==> src/rtl/estop_request_gen.sv <==
// Initiator side of the emergency-stop handshake: debounce the panic button, request/confirm the stop, hold until clear-key release.
// Optional feature macro: ESTOP_EVENT_CNT_EN adds the event_count[7:0] output (stop requests issued, saturating).
module estop_request_gen #(
  parameter int unsigned DEBOUNCE_CYCLES = 16,
  parameter int unsigned ACK_TIMEOUT     = 8,
  parameter int unsigned CLEAR_HOLD      = 32
) (
  input  logic       clk,
  input  logic       reset_n,
  input  logic       stop_btn,
  input  logic       clear_key,
  input  logic       emergency_stopped,
  output logic       emergency_stop,
  output logic       alarm,
  output logic       fault,
  output logic [2:0] state
`ifdef ESTOP_EVENT_CNT_EN
  ,
  output logic [7:0] event_count
`endif
);

  typedef enum logic [2:0] {
    ST_IDLE    = 3'd0,
    ST_REQUEST = 3'd1,
    ST_HALTED  = 3'd2,
    ST_RELEASE = 3'd3,
    ST_FAULT   = 3'd4
  } state_e;

  localparam int unsigned DB_W = $clog2(DEBOUNCE_CYCLES + 1);
  localparam int unsigned AT_W = $clog2(ACK_TIMEOUT + 1);
  localparam int unsigned CH_W = $clog2(CLEAR_HOLD + 1);

  localparam logic [DB_W-1:0] DB_LAST = DB_W'(DEBOUNCE_CYCLES - 1);
  localparam logic [AT_W-1:0] AT_LAST = AT_W'(ACK_TIMEOUT - 1);
  localparam logic [CH_W-1:0] CH_LAST = CH_W'(CLEAR_HOLD - 1);

  logic            stop_s1_q, stop_s2_q;
  logic            clear_s1_q, clear_s2_q;
  logic            btn_db_q, btn_db_d;
  logic            btn_db_prev_q;
  logic [DB_W-1:0] db_cnt_q, db_cnt_d;
  state_e          state_q, state_d;
  logic [AT_W-1:0] ack_timer_q, ack_timer_d;
  logic [CH_W-1:0] hold_cnt_q, hold_cnt_d;
  logic            emergency_stop_q, emergency_stop_d;
  logic            alarm_q, alarm_d;
  logic            fault_q, fault_d;
  logic            press;

  // A press is the first cycle the debounced level reads high.
  assign press = btn_db_q & ~btn_db_prev_q;

  // NOTE: every variable driven here gets a default first, so no path leaves it unassigned and no latch is inferred.
  always_comb begin
    btn_db_d = btn_db_q;
    db_cnt_d = '0;
    if (stop_s2_q != btn_db_q) begin
      if (db_cnt_q == DB_LAST) begin
        btn_db_d = ~btn_db_q;
      end else begin
        db_cnt_d = db_cnt_q + DB_W'(1);
      end
    end
  end

  always_comb begin
    state_d     = state_q;
    ack_timer_d = '0;
    hold_cnt_d  = '0;
    unique case (state_q)
      ST_IDLE: begin
        if (press) state_d = ST_REQUEST;
      end
      ST_REQUEST: begin
        // An ack arriving on the expiry cycle still counts.
        if (emergency_stopped)         state_d = ST_HALTED;
        else if (ack_timer_q == AT_LAST) state_d = ST_FAULT;
        else                           ack_timer_d = ack_timer_q + AT_W'(1);
      end
      ST_HALTED: begin
        if (!emergency_stopped) begin
          state_d = ST_FAULT;
        end else if (clear_s2_q && !btn_db_q) begin
          if (hold_cnt_q == CH_LAST) state_d = ST_RELEASE;
          else                       hold_cnt_d = hold_cnt_q + CH_W'(1);
        end
      end
      ST_RELEASE: begin
        if (press)                       state_d = ST_REQUEST;
        else if (!emergency_stopped)     state_d = ST_IDLE;
        else if (ack_timer_q == AT_LAST) state_d = ST_FAULT;
        else                             ack_timer_d = ack_timer_q + AT_W'(1);
      end
      ST_FAULT: begin
        state_d = ST_FAULT;
      end
      default: begin
        state_d = ST_FAULT;
      end
    endcase
  end

  // Outputs are registered from the next state so they line up with state_q.
  always_comb begin
    emergency_stop_d = (state_d == ST_REQUEST) || (state_d == ST_HALTED) || (state_d == ST_FAULT);
    alarm_d          = emergency_stop_d;
    fault_d          = (state_d == ST_FAULT);
  end

  // NOTE: sequential state uses non-blocking assignments so every flop samples pre-edge values.
  always_ff @(posedge clk) begin
    if (!reset_n) begin
      stop_s1_q        <= 1'b0;
      stop_s2_q        <= 1'b0;
      clear_s1_q       <= 1'b0;
      clear_s2_q       <= 1'b0;
      btn_db_q         <= 1'b0;
      btn_db_prev_q    <= 1'b0;
      db_cnt_q         <= '0;
      state_q          <= ST_IDLE;
      ack_timer_q      <= '0;
      hold_cnt_q       <= '0;
      emergency_stop_q <= 1'b0;
      alarm_q          <= 1'b0;
      fault_q          <= 1'b0;
    end else begin
      stop_s1_q        <= stop_btn;
      stop_s2_q        <= stop_s1_q;
      clear_s1_q       <= clear_key;
      clear_s2_q       <= clear_s1_q;
      btn_db_q         <= btn_db_d;
      btn_db_prev_q    <= btn_db_q;
      db_cnt_q         <= db_cnt_d;
      state_q          <= state_d;
      ack_timer_q      <= ack_timer_d;
      hold_cnt_q       <= hold_cnt_d;
      emergency_stop_q <= emergency_stop_d;
      alarm_q          <= alarm_d;
      fault_q          <= fault_d;
    end
  end

  assign emergency_stop = emergency_stop_q;
  assign alarm          = alarm_q;
  assign fault          = fault_q;
  assign state          = state_q;

`ifdef ESTOP_EVENT_CNT_EN
  logic [7:0] event_cnt_q, event_cnt_d;

  always_comb begin
    event_cnt_d = event_cnt_q;
    if ((state_d == ST_REQUEST) && (state_q != ST_REQUEST) && (event_cnt_q != 8'hFF)) begin
      event_cnt_d = event_cnt_q + 8'd1;
    end
  end

  always_ff @(posedge clk) begin
    if (!reset_n) event_cnt_q <= 8'd0;
    else          event_cnt_q <= event_cnt_d;
  end

  assign event_count = event_cnt_q;
`endif

endmodule

==> config.mk <==
export PLATFORM = sky130hd
export DESIGN_NAME = estop_request_gen
export DESIGN_NICKNAME = d
export VERILOG_FILES = /design/src/rtl/estop_request_gen.sv
export SDC_FILE = /design/constraint.sdc
export NUM_CORES = 1
export LEC_CHECK = 0
export CAP_MARGIN = 20
export CORE_MARGIN = 4
export CORE_UTILIZATION = 49
export CTS_CLUSTER_SIZE = 40
export DETAILED_ROUTE_END_ITERATION = 7
export PLACE_DENSITY = 0.73
export SYNTH_ARGS = -nofsm -noshare
export SYNTH_HDL_FRONTEND = slang
export SYNTH_SLANG_ARGS = --single-unit
==> constraint.sdc <==
create_clock -name clk -period 1.5 [get_ports clk]
set_input_delay 0.3 -clock clk [delete_from_list [all_inputs] [get_ports clk]]
set_output_delay 0.3 -clock clk [all_outputs]
set_load 0.005 [all_outputs]
; ---- Yosys cells after proc, flatten, opt, wreduce, memory -nomap -nowiden
; Cells that the tools add are included.
[totals]
in_bits = 5
regBits = 26
word_cells = 55
out_inout_bits = 6
[op_classes]
n_addsub = 3
n_reduce_logical = 8
n_bitwise = 8
n_mux = 14
n_eq_ne = 10
[op_table]
columns = cell, n
row1 = two-way mux 3 bit, 8
row2 = two-way mux 4 bit, 4
row3 = one-hot mux 3 bit (4 select lines), 1
row4 = "== test 3 x 2 -> 1 bit, second input constant", 3
row5 = one-hot mux 4 bit (2 select lines), 1
row6 = inverter 1 bit, 7
row7 = "adder 6 x 1 -> 6 bit, second input constant", 1
row8 = "== test 3 x 1 -> 1 bit, second input constant", 2
row9 = "== test 6 x 5 -> 1 bit, second input constant", 1
row10 = "adder 5 x 1 -> 5 bit, second input constant", 1
row11 = "== test 5 x 4 -> 1 bit, second input constant", 1
row12 = OR reduction 5 bit, 1
row13 = "adder 4 x 1 -> 4 bit, second input constant", 1
row14 = "== test 4 x 3 -> 1 bit, second input constant", 1
row15 = "== test 3 bit, second input constant", 1
row16 = zero test 3 bit, 1
row17 = OR reduction 3 bit, 1
row18 = logical OR 1 bit, 2
row19 = AND reduction 2 bit, 1
row20 = AND 1 bit, 1
row21 = logical AND 1 bit, 1
row22 = zero test 1 bit, 1
row23 = inequality test 1 bit, 1

; ---- Longest topological paths before layout
; Gate-level depths: netlist (run 1).
[depth]
ltp_word = 8
mapped_depth = 7
mapped_depth_nobuf = 6

; ---- Least setup slack after synthesis (run 1)
; No wires, ideal clock.
[synth_timing]
kind = flip-flop to flip-flop
start = register ack_timer_q[0]
end = register alarm_q (netlist: alarm)
setup_ns = 0.115
path_buffers = 1
period_less_slack_ns = 1.507
slack_ns = -0.007
arrival_ns = 1.393
required_time_ns = 1.385
stages_incl_launch_ff = 8
path_cell_list = dfxtp_1 -> ha_1 -> and3b_1 -> buf_6 -> nand2b_1 -> a31oi_2 -> xnor2_1 -> o21a_1
[synth_via]
elab_chain_len = 8
word_cells_on_any_way = 11
classes_between = 4 x eq/ne / 5 x mux / 2 x reduce/logical
[synth_lines]
columns = element, line
row1 = "start, declared", 45  ; logic [AT_W-1:0] ack_timer_q, ack_timer_d;
row2 = "start signal, assigned", 137  ; ack_timer_q <= ack_timer_d;
row3 = == test 4 x 3 -> 1 bit (*), "79, 93"
row4 = two-way mux 3 bit (*), "79, 93"
row5 = two-way mux 3 bit, 92  ; else if (!emergency_stopped) state_d = ST_IDLE;
row6 = two-way mux 3 bit, 91  ; if (press) state_d = ST_REQUEST;
row7 = one-hot mux 3 bit (4 select lines) (*), 72  ; unique case (state_q)
row8 = == test 3 x 1 -> 1 bit or == test 3 x 2 -> 1 bit (tied branches), 107  ; emergency_stop_d = (state_d == ST_REQUEST) || (state_d == ST_HALTED) || (state_d == ST_FAULT);
row9 = logical OR 1 bit, 107
row10 = logical OR 1 bit (*), 107
row11 = "end signal, assigned", 140  ; alarm_q <= alarm_d;
row12 = "end, declared", 48  ; logic alarm_q, alarm_d;
; Every way passes the cells marked *; elsewhere a longest branch is shown, timed or not.
; A chain may end at the register's enable or synchronous reset.

; ---- Final worst setup path (run 1)
; Ends and elaborated chain as after synthesis.

==> qor.yml, run 1 <==
status:
  outcome: "complete, but fails checks"
  violations: "negative setup slack"
clock_tree:
  htreeDepth: 1
  clk_pin_slew_worst_paths_ns: 0.14
  numCtsBuffers: 3
  post_cts_hold_buffer_count: 0
  clock_path_buffers: 2
  tritoncts: "done"
  root_buffer: "clkbuf_4"
  clkSinkCount: 26
  clk-insertion-delay-late_ns: 0.32
synthesis:
  syn_inst: 114
  syn_nets: 123
  synthTopCellsByCount: "26 x dfxtp_1, 18 x nor2_1, 8 x and2_1"
  synth_seq_cells: 26
  ys_warn_count: 0
  synth-edff-count: 0
  synth_top_area_cell: "dfxtp_1"
  ys_seq_area_share_pct: 47.5
  synth_top_area_share_pct: 47.5
  post_synth_instance_area_mm2: 0.00110
  ys.flop_type: "dfxtp_1"
  ys_types: 36
  yosys-top-cells-area: "dfxtp_1 47%, nor2_1 6.2%, and2_1 4.6%, ha_1 4.6%, xnor2_1 4.0%"
  synth.most_common_cell: "dfxtp_1"
  synthArstFlopShare_pct: 0
  avgSynthCellArea_um2: 9.61
setup_path:
  crit_chain: "ha_4 -> and3b_2 -> o22ai_2 -> a221oi_2 -> xnor2_1 -> o21a_1"
  crit_fanout: 6
  start_kind: "register"
  crit_end: "alarm$_SDFF_PN0_"
  arrival_ns: 1.74
  max_stage_delay_ns: 0.38
  worst-path-stages: 6
  r2r_slack_ns: -0.002
  crit_path_end_kind: "register"
  crit_family: "compound AO/OA/AOI/OAI gates"
  cp.required_ns: 1.73
  path_buf_inv: 0
  r2r-start: "ack_timer_q[0]$_SDFF_PN0_"
  crit_path_top_delay_cell: "dfxtp_2"
  path_class: "reg -> reg"
  rr_worst_depth: 6
  r2r_end: "alarm$_SDFF_PN0_"
  startpoint: "ack_timer_q[0]$_SDFF_PN0_"
route:
  routedWlPerCell_um: 11.5
  drt_iter0_drc: 2
  vias_per_cell: 4.87
  drcViolationCount: 0
  drt_wl_total_um: 1880
  vias: 798
  antenna_left: 0
  first_pass_iters: 2
sta:
  finalHoldViolations: 0
  rsz0062_at_grt: "true"
  period_share_pct: 100
  worstMarginPinSlew_ns: 0.311
  fmax_mhz: 666
  skew_ns: 0.00238
  finalMaxSlewViolations: 0
  final-setup-viol-count: 1
  fin_crit_ns: 1.50
  fin_worst_hold_slack_ns: 0.453
  slew_headroom_pct: 79.3
  worst_slack_ns: -0.00176
placed_design:
  dp_cells: 157
  dpl.hpwl_um: 1350
  port_buffers: 10
  gp_congestion: 0.725
global_routing:
  grt_pass1_vias: 808
  grt-ovfl-total: 0
  grt_first_pass_wirelength_um: 3460
  antenna_found_initial: 0
  grt.total_usage_pct: 13.9
  grt_max_degree: 16
flow_run:
  cap_viol_max_count: 0
die:
  initial_core_util_pct: 53.7
  die_h_um: 55.3
  fp.dieArea_mm2: 0.00306
  die_x_um: 55.3
  io-pin-count: 11
  core_mm2: 0.00204
  row_count: 16
finish:
  fillers: 172
  insertedDiodeCount: 0
  nNetsFinal: 147
  drive_gt1_share_pct: 23.4
  fin_cells: 164
  area_growth_pct: 27.6
power_and_ir_drop:
  power_density_mw_per_mm2: 859
  total_leakage_power_nw: 0.608
  ir_worst_vdd_v: 0.000667
worst_hold_path:
  hold_class: "reg -> reg"
==> layout make-up <==
class	count	area (um2)	area share, %
Multi-Input combinational cell	78	548	39.2
Sequential cell	26	536	38.3
Timing Repair Buffer	24	210	15.0
Tap cell	27	33.8	2.42
Clock inverter	1	30.0	2.15
Clock buffer	3	22.5	1.61
Inverter	5	18.8	1.34
==> per-layer routing <==
| layer | track usage, % | up-vias | share of wire [%] | routed length [um] |
|---|---|---|---|---|
| li1 | - | 421 | - | - |
| met1 | 17.3 | 367 | 47 | 880 |
| met2 | 23.0 | 8 | 50 | 935 |
| met3 | 3.50 | 2 | 2.5 | 47 |
| met4 | 5.21 | 0 | 0.90 | 17 |
| met5 | 0 | - | 0 | 0 |
==> cells in the final DEF, fill, tap and decap left out, drive strengths merged, types with 4 or more instances in the layout <==
cell type / count
xor2: 5
xnor2: 5
nand3: 4
clkdlybuf4s50: 5
nand2: 5
ha: 4
inv: 5
and2: 8
dfxtp: 26
buf: 14
nor2: 18
==> metrics by stage <==
step | TNS, ns | instance area (um2) | worst slack, ns | utilization (%) | power (W)
floorplan | 0 | 1100 | 0.0427 | - | 0.000723
global placement | -1.61 | 1270 | -0.204 | 62.2 | 0.000742
detailed placement | -2.28 | 1270 | -0.273 | 62.2 | 0.000744
CTS | -0.00624 | 1370 | -0.00624 | 67.0 | 0.00122
global route | -0.324 | 1400 | -0.0868 | 68.5 | 0.00125
finish | -0.00176 | 1400 | -0.00176 | 68.5 | 0.00120
==> worst min path at each step <==
stage | startpoint | to | cells after the start
after floorplan | clear_s1_q$_SDFF_PN0_ | clear_s2_q$_SDFF_PN0_ | 1
after global placement | stop_s1_q$_SDFF_PN0_ | stop_s2_q$_SDFF_PN0_ | 1
after detailed placement | clear_s1_q$_SDFF_PN0_ | clear_s2_q$_SDFF_PN0_ | 1
after CTS | clear_s1_q$_SDFF_PN0_ | clear_s2_q$_SDFF_PN0_ | 1
after global routing | hold_cnt_q[0]$_SDFF_PP0_ | hold_cnt_q[0]$_SDFF_PP0_ | 1
final | hold_cnt_q[0]$_SDFF_PP0_ | hold_cnt_q[0]$_SDFF_PP0_ | 1
==> logic make-up after synthesis <==
group / synth area share [%]
buffers and inverters: 5.59
AND/OR/NAND/NOR: 25.7
adder cells (fa/ha/maj): 4.57
AO/OA/AOI/OAI: 7.76
flip-flops: 47.5
XOR/XNOR: 7.99
multiplexers: 0.913
==> power breakdown <==
group / switching, W / internal [W]
combinational: 0.0000124 / 0.0000175
clock: 0.000209 / 0.000270
sequential: 0.00000195 / 0.000691
total: 0.000223 / 0.000979
==> registers in the layout, indices dropped and copies added, names as in the netlist <==
signal         flops
stop_s1_q          1
btn_db_prev_q      1
btn_db_q           1
state              3
clear_s2_q         1
ack_timer_q        4
alarm              1
db_cnt_q           5
stop_s2_q          1
fault              1
hold_cnt_q         6
clear_s1_q         1
==> repair_timing <==
action	in CTS	in global routing
endpoints found under the setup margin	10	13
gates resized for setup	15	6
pin swaps	2	0
buffers inserted	2	1
(Power assumes the default switching activity.)
==> run 2, diff against run 1 <==
==> constraint.sdc (replaced) <==
create_clock -name clk -period 1.5 [get_ports clk]
set_input_delay 0.3 -clock clk [delete_from_list [all_inputs] [get_ports clk]]
set_output_delay 0.3 -clock clk [all_outputs]
set_load 0.1 [all_outputs]
==> run 2 against run 1 <==
The run still ends with negative setup slack left. Register-to-register slack got worse by 0.03 ns. Power is 6.3% lower. Critical endpoint unchanged. First-iteration DRC count grew to 5.5 times the previous value. Critical path type unchanged.
==> qor.yml, run 2 (same netlist as run 1, synthesis figures left out) <==
status:
  outcome: "complete, but fails checks"  # unchanged
  violations: "negative setup slack"  # unchanged
finish:
  layout_commonest_cell: "dfxtp_1"  # unchanged
  fillers: 168  # was 172
  fin_util_pct: 69.1  # was 68.5%
  largest_register_ffs: 6  # unchanged
  drive_gt1_share_pct: 24.8  # was 23.4%
  area_growth_pct: 28.8  # was 27.6%
  insertedDiodeCount: 0  # unchanged
  largestRegisters: "hold_cnt_q: 6 flops, db_cnt_q: 5 flops, ack_timer_q: 4 flops"  # unchanged
  final_cell_mix: "20 x dfxtp_1, 18 x nor2_1, 10 x buf_4"  # was 20 x dfxtp_1, 18 x nor2_1, 14 x buf_4
  regMostFlops: "hold_cnt_q"  # unchanged
  nNetsFinal: 143  # was 147
  final_area_mm2: 0.00141  # was 0.00140 mm2
sta:
  skew_ns: 0.000969  # was 0.00238 ns
  slew_headroom_pct: 78.6  # was 79.3%
  worstMarginPinSlew_ns: 0.319  # was 0.311 ns
  worst_slack_ns: -0.0312  # was -0.00176 ns
  fin_worst_hold_slack_ns: 0.449  # was 0.453 ns
  rsz0062_at_grt: "true"  # unchanged
  final-setup-viol-count: 1  # unchanged
  finalHoldViolations: 0  # unchanged
  fin_crit_ns: 1.53  # was 1.50 ns
  fmax_mhz: 653  # was 666 MHz
  period_share_pct: 102  # was 100%
  tns_ns: -0.0312  # was -0.00176 ns
  finalMaxSlewViolations: 0  # unchanged
global_routing:
  grt_first_pass_wirelength_um: 3450  # was 3460 um
  grt_pass1_vias: 821  # was 808
  grt_max_degree: 16  # unchanged
  grt.total_usage_pct: 13.7  # was 13.9%
  antenna_found_initial: 0  # unchanged
  grt-ovfl-total: 0  # unchanged
placed_design:
  dp_worst_setup_slack_ns: -0.308  # was -0.273 ns
  gp_congestion: 0.685  # was 0.725
  port_buffers: 10  # unchanged
  dpl-instance-area_mm2: 0.00133  # was 0.00127 mm2
  dpl.hpwl_um: 1420  # was 1350 um
worst_hold_path:
  holdPathEnd: "clear_s2_q$_SDFF_PN0_"  # was hold_cnt_q[0]$_SDFF_PP0_
  holdPathStages: 1  # unchanged
  min_from: "clear_s1_q$_SDFF_PN0_"  # was hold_cnt_q[0]$_SDFF_PP0_
  hold_class: "reg -> reg"  # unchanged
setup_path:
  crit_path_end_kind: "register"  # unchanged
  rr_worst_depth: 6  # unchanged
  crit_chain: "ha_4 -> and3b_2 -> o22ai_2 -> a221oi_2 -> xnor2_1 -> o21a_1"  # unchanged
  start_kind: "register"  # unchanged
  cp.required_ns: 1.72  # was 1.73 ns
  path_class: "reg -> reg"  # unchanged
  arrival_ns: 1.75  # was 1.74 ns
  r2r-start: "ack_timer_q[0]$_SDFF_PN0_"  # unchanged
  r2r_end: "alarm$_SDFF_PN0_"  # unchanged
  path_buf_inv: 0  # unchanged
  max_stage_delay_ns: 0.38  # about the same
  crit_fanout: 6  # unchanged
  crit_family: "compound AO/OA/AOI/OAI gates"  # unchanged
  r2r_slack_ns: -0.03  # was -0.002 ns
  crit_path_top_delay_cell: "dfxtp_2"  # unchanged
clock_tree:
  clkSinkCount: 26  # unchanged
  numCtsBuffers: 3  # unchanged
  clock_path_buffers: 2  # unchanged
  clk_pin_slew_worst_paths_ns: 0.13  # was 0.14 ns
  clk-insertion-delay-late_ns: 0.31  # was 0.32 ns
  htreeDepth: 1  # unchanged
  tritoncts: "done"  # unchanged
  root_buffer: "clkbuf_4"  # unchanged
die:
  fp.dieArea_mm2: 0.00306  # unchanged
  die_h_um: 55.3  # unchanged
  core_mm2: 0.00204  # unchanged
  row_count: 16  # unchanged
  io-pin-count: 11  # unchanged
  initial_core_util_pct: 53.7  # unchanged
  die_x_um: 55.3  # unchanged
route:
  first_pass_iters: 4  # was 2
  antenna_left: 0  # unchanged
  drcViolationCount: 0  # unchanged
  drt_iter0_drc: 11  # was 2
  routedWlPerCell_um: 11.9  # was 11.5 um
  drt_wl_total_um: 1910  # was 1880 um
  vias: 801  # was 798
  vias_per_cell: 5.01  # was 4.87
power_and_ir_drop:
  power_density_mw_per_mm2: 797  # was 859 mW/mm2
  ir_worst_vdd_v: 0.000636  # was 0.000667 V
  total_leakage_power_nw: 0.545  # was 0.608 nW
flow_run:
  cap_viol_max_count: 0  # unchanged
==> run 2: cell types whose count changed in the layout (fill, tap and decap cells not counted), moves of 2 or more <==
cell / before / now
buf_12: 0 / 6
buf_4: 14 / 10
dlymetal6s2s_1: 3 / 0
dlygate4sd2_1: 2 / 0
==> run 2: power breakdown <==
part           leakage, nW  internal [W]  switching [W]   total, W
sequential           0.214      0.000691     0.00000205   0.000693
clock               0.0261      0.000204       0.000199   0.000403
combinational        0.305     0.0000175      0.0000123  0.0000298
==> run 2: final cells by class <==
| class | count | area (um2) | area share (%) |
|---|---|---|---|
| multi-input combinational | 78 | 541 | 38.3 |
| sequential | 26 | 536 | 37.9 |
| clock buffer | 4 | 47.5 | 3.37 |
| timing repair buffer | 20 | 235 | 16.7 |
| inverter | 5 | 18.8 | 1.33 |
| tap | 27 | 33.8 | 2.39 |
==> run 2: worst max path at each step <==
| stage | from | end | slack (ns) | depth (start not counted) |
|---|---|---|---|---|
| after floorplan | state[1]$_SDFF_PN0_ | alarm$_SDFF_PN0_ | -0.08 | 6 |
| after global placement | emergency_stopped | alarm$_SDFF_PN0_ | -0.19 | 6 |
| after detailed placement | emergency_stopped | alarm$_SDFF_PN0_ | -0.31 | 6 |
| after CTS | ack_timer_q[0]$_SDFF_PN0_ | alarm$_SDFF_PN0_ | -0.05 | 6 |
| after global routing | ack_timer_q[0]$_SDFF_PN0_ | alarm$_SDFF_PN0_ | -0.11 | 6 |
| final | ack_timer_q[0]$_SDFF_PN0_ | alarm$_SDFF_PN0_ | -0.03 | 6 |
==> run 2: worst reg2reg max path, delay by kind of cell, from the launching register on <==
kind | cells | cell delay, ns
flip-flops | 1 | 0.38
AO/OA/AOI/OAI | 3 | 0.55
AND/OR/NAND/NOR | 1 | 0.26
XOR/XNOR | 1 | 0.11
adder cells (fa/ha/maj) | 1 | 0.13
==> run 2: what timing repair did <==
action                                  in CTS  in global routing
setup buffers                                1                  0
hold buffers                                 0                  0
resized for setup                            6                  2
pin swaps                                    2                  0
endpoints found under the setup margin       5                  5
==> run 2: stage by stage <==
stage	cells	power, W
2_1_floorplan	114	0.000718
3_3_place_gp	155	0.000736
3_5_place_dp	155	0.000738
4_1_cts	160	0.00114
5_1_grt	160	0.00117
6_report	160	0.00113
==> run 2: routing by layer <==
layer	global-route usage, %	vias to the layer above	share of wire (%)
li1	-	413	-
met5	0	-	0
met1	15.5	380	45
met3	2.33	2	2.0
met4	6.25	0	0.42
met2	24.7	6	53
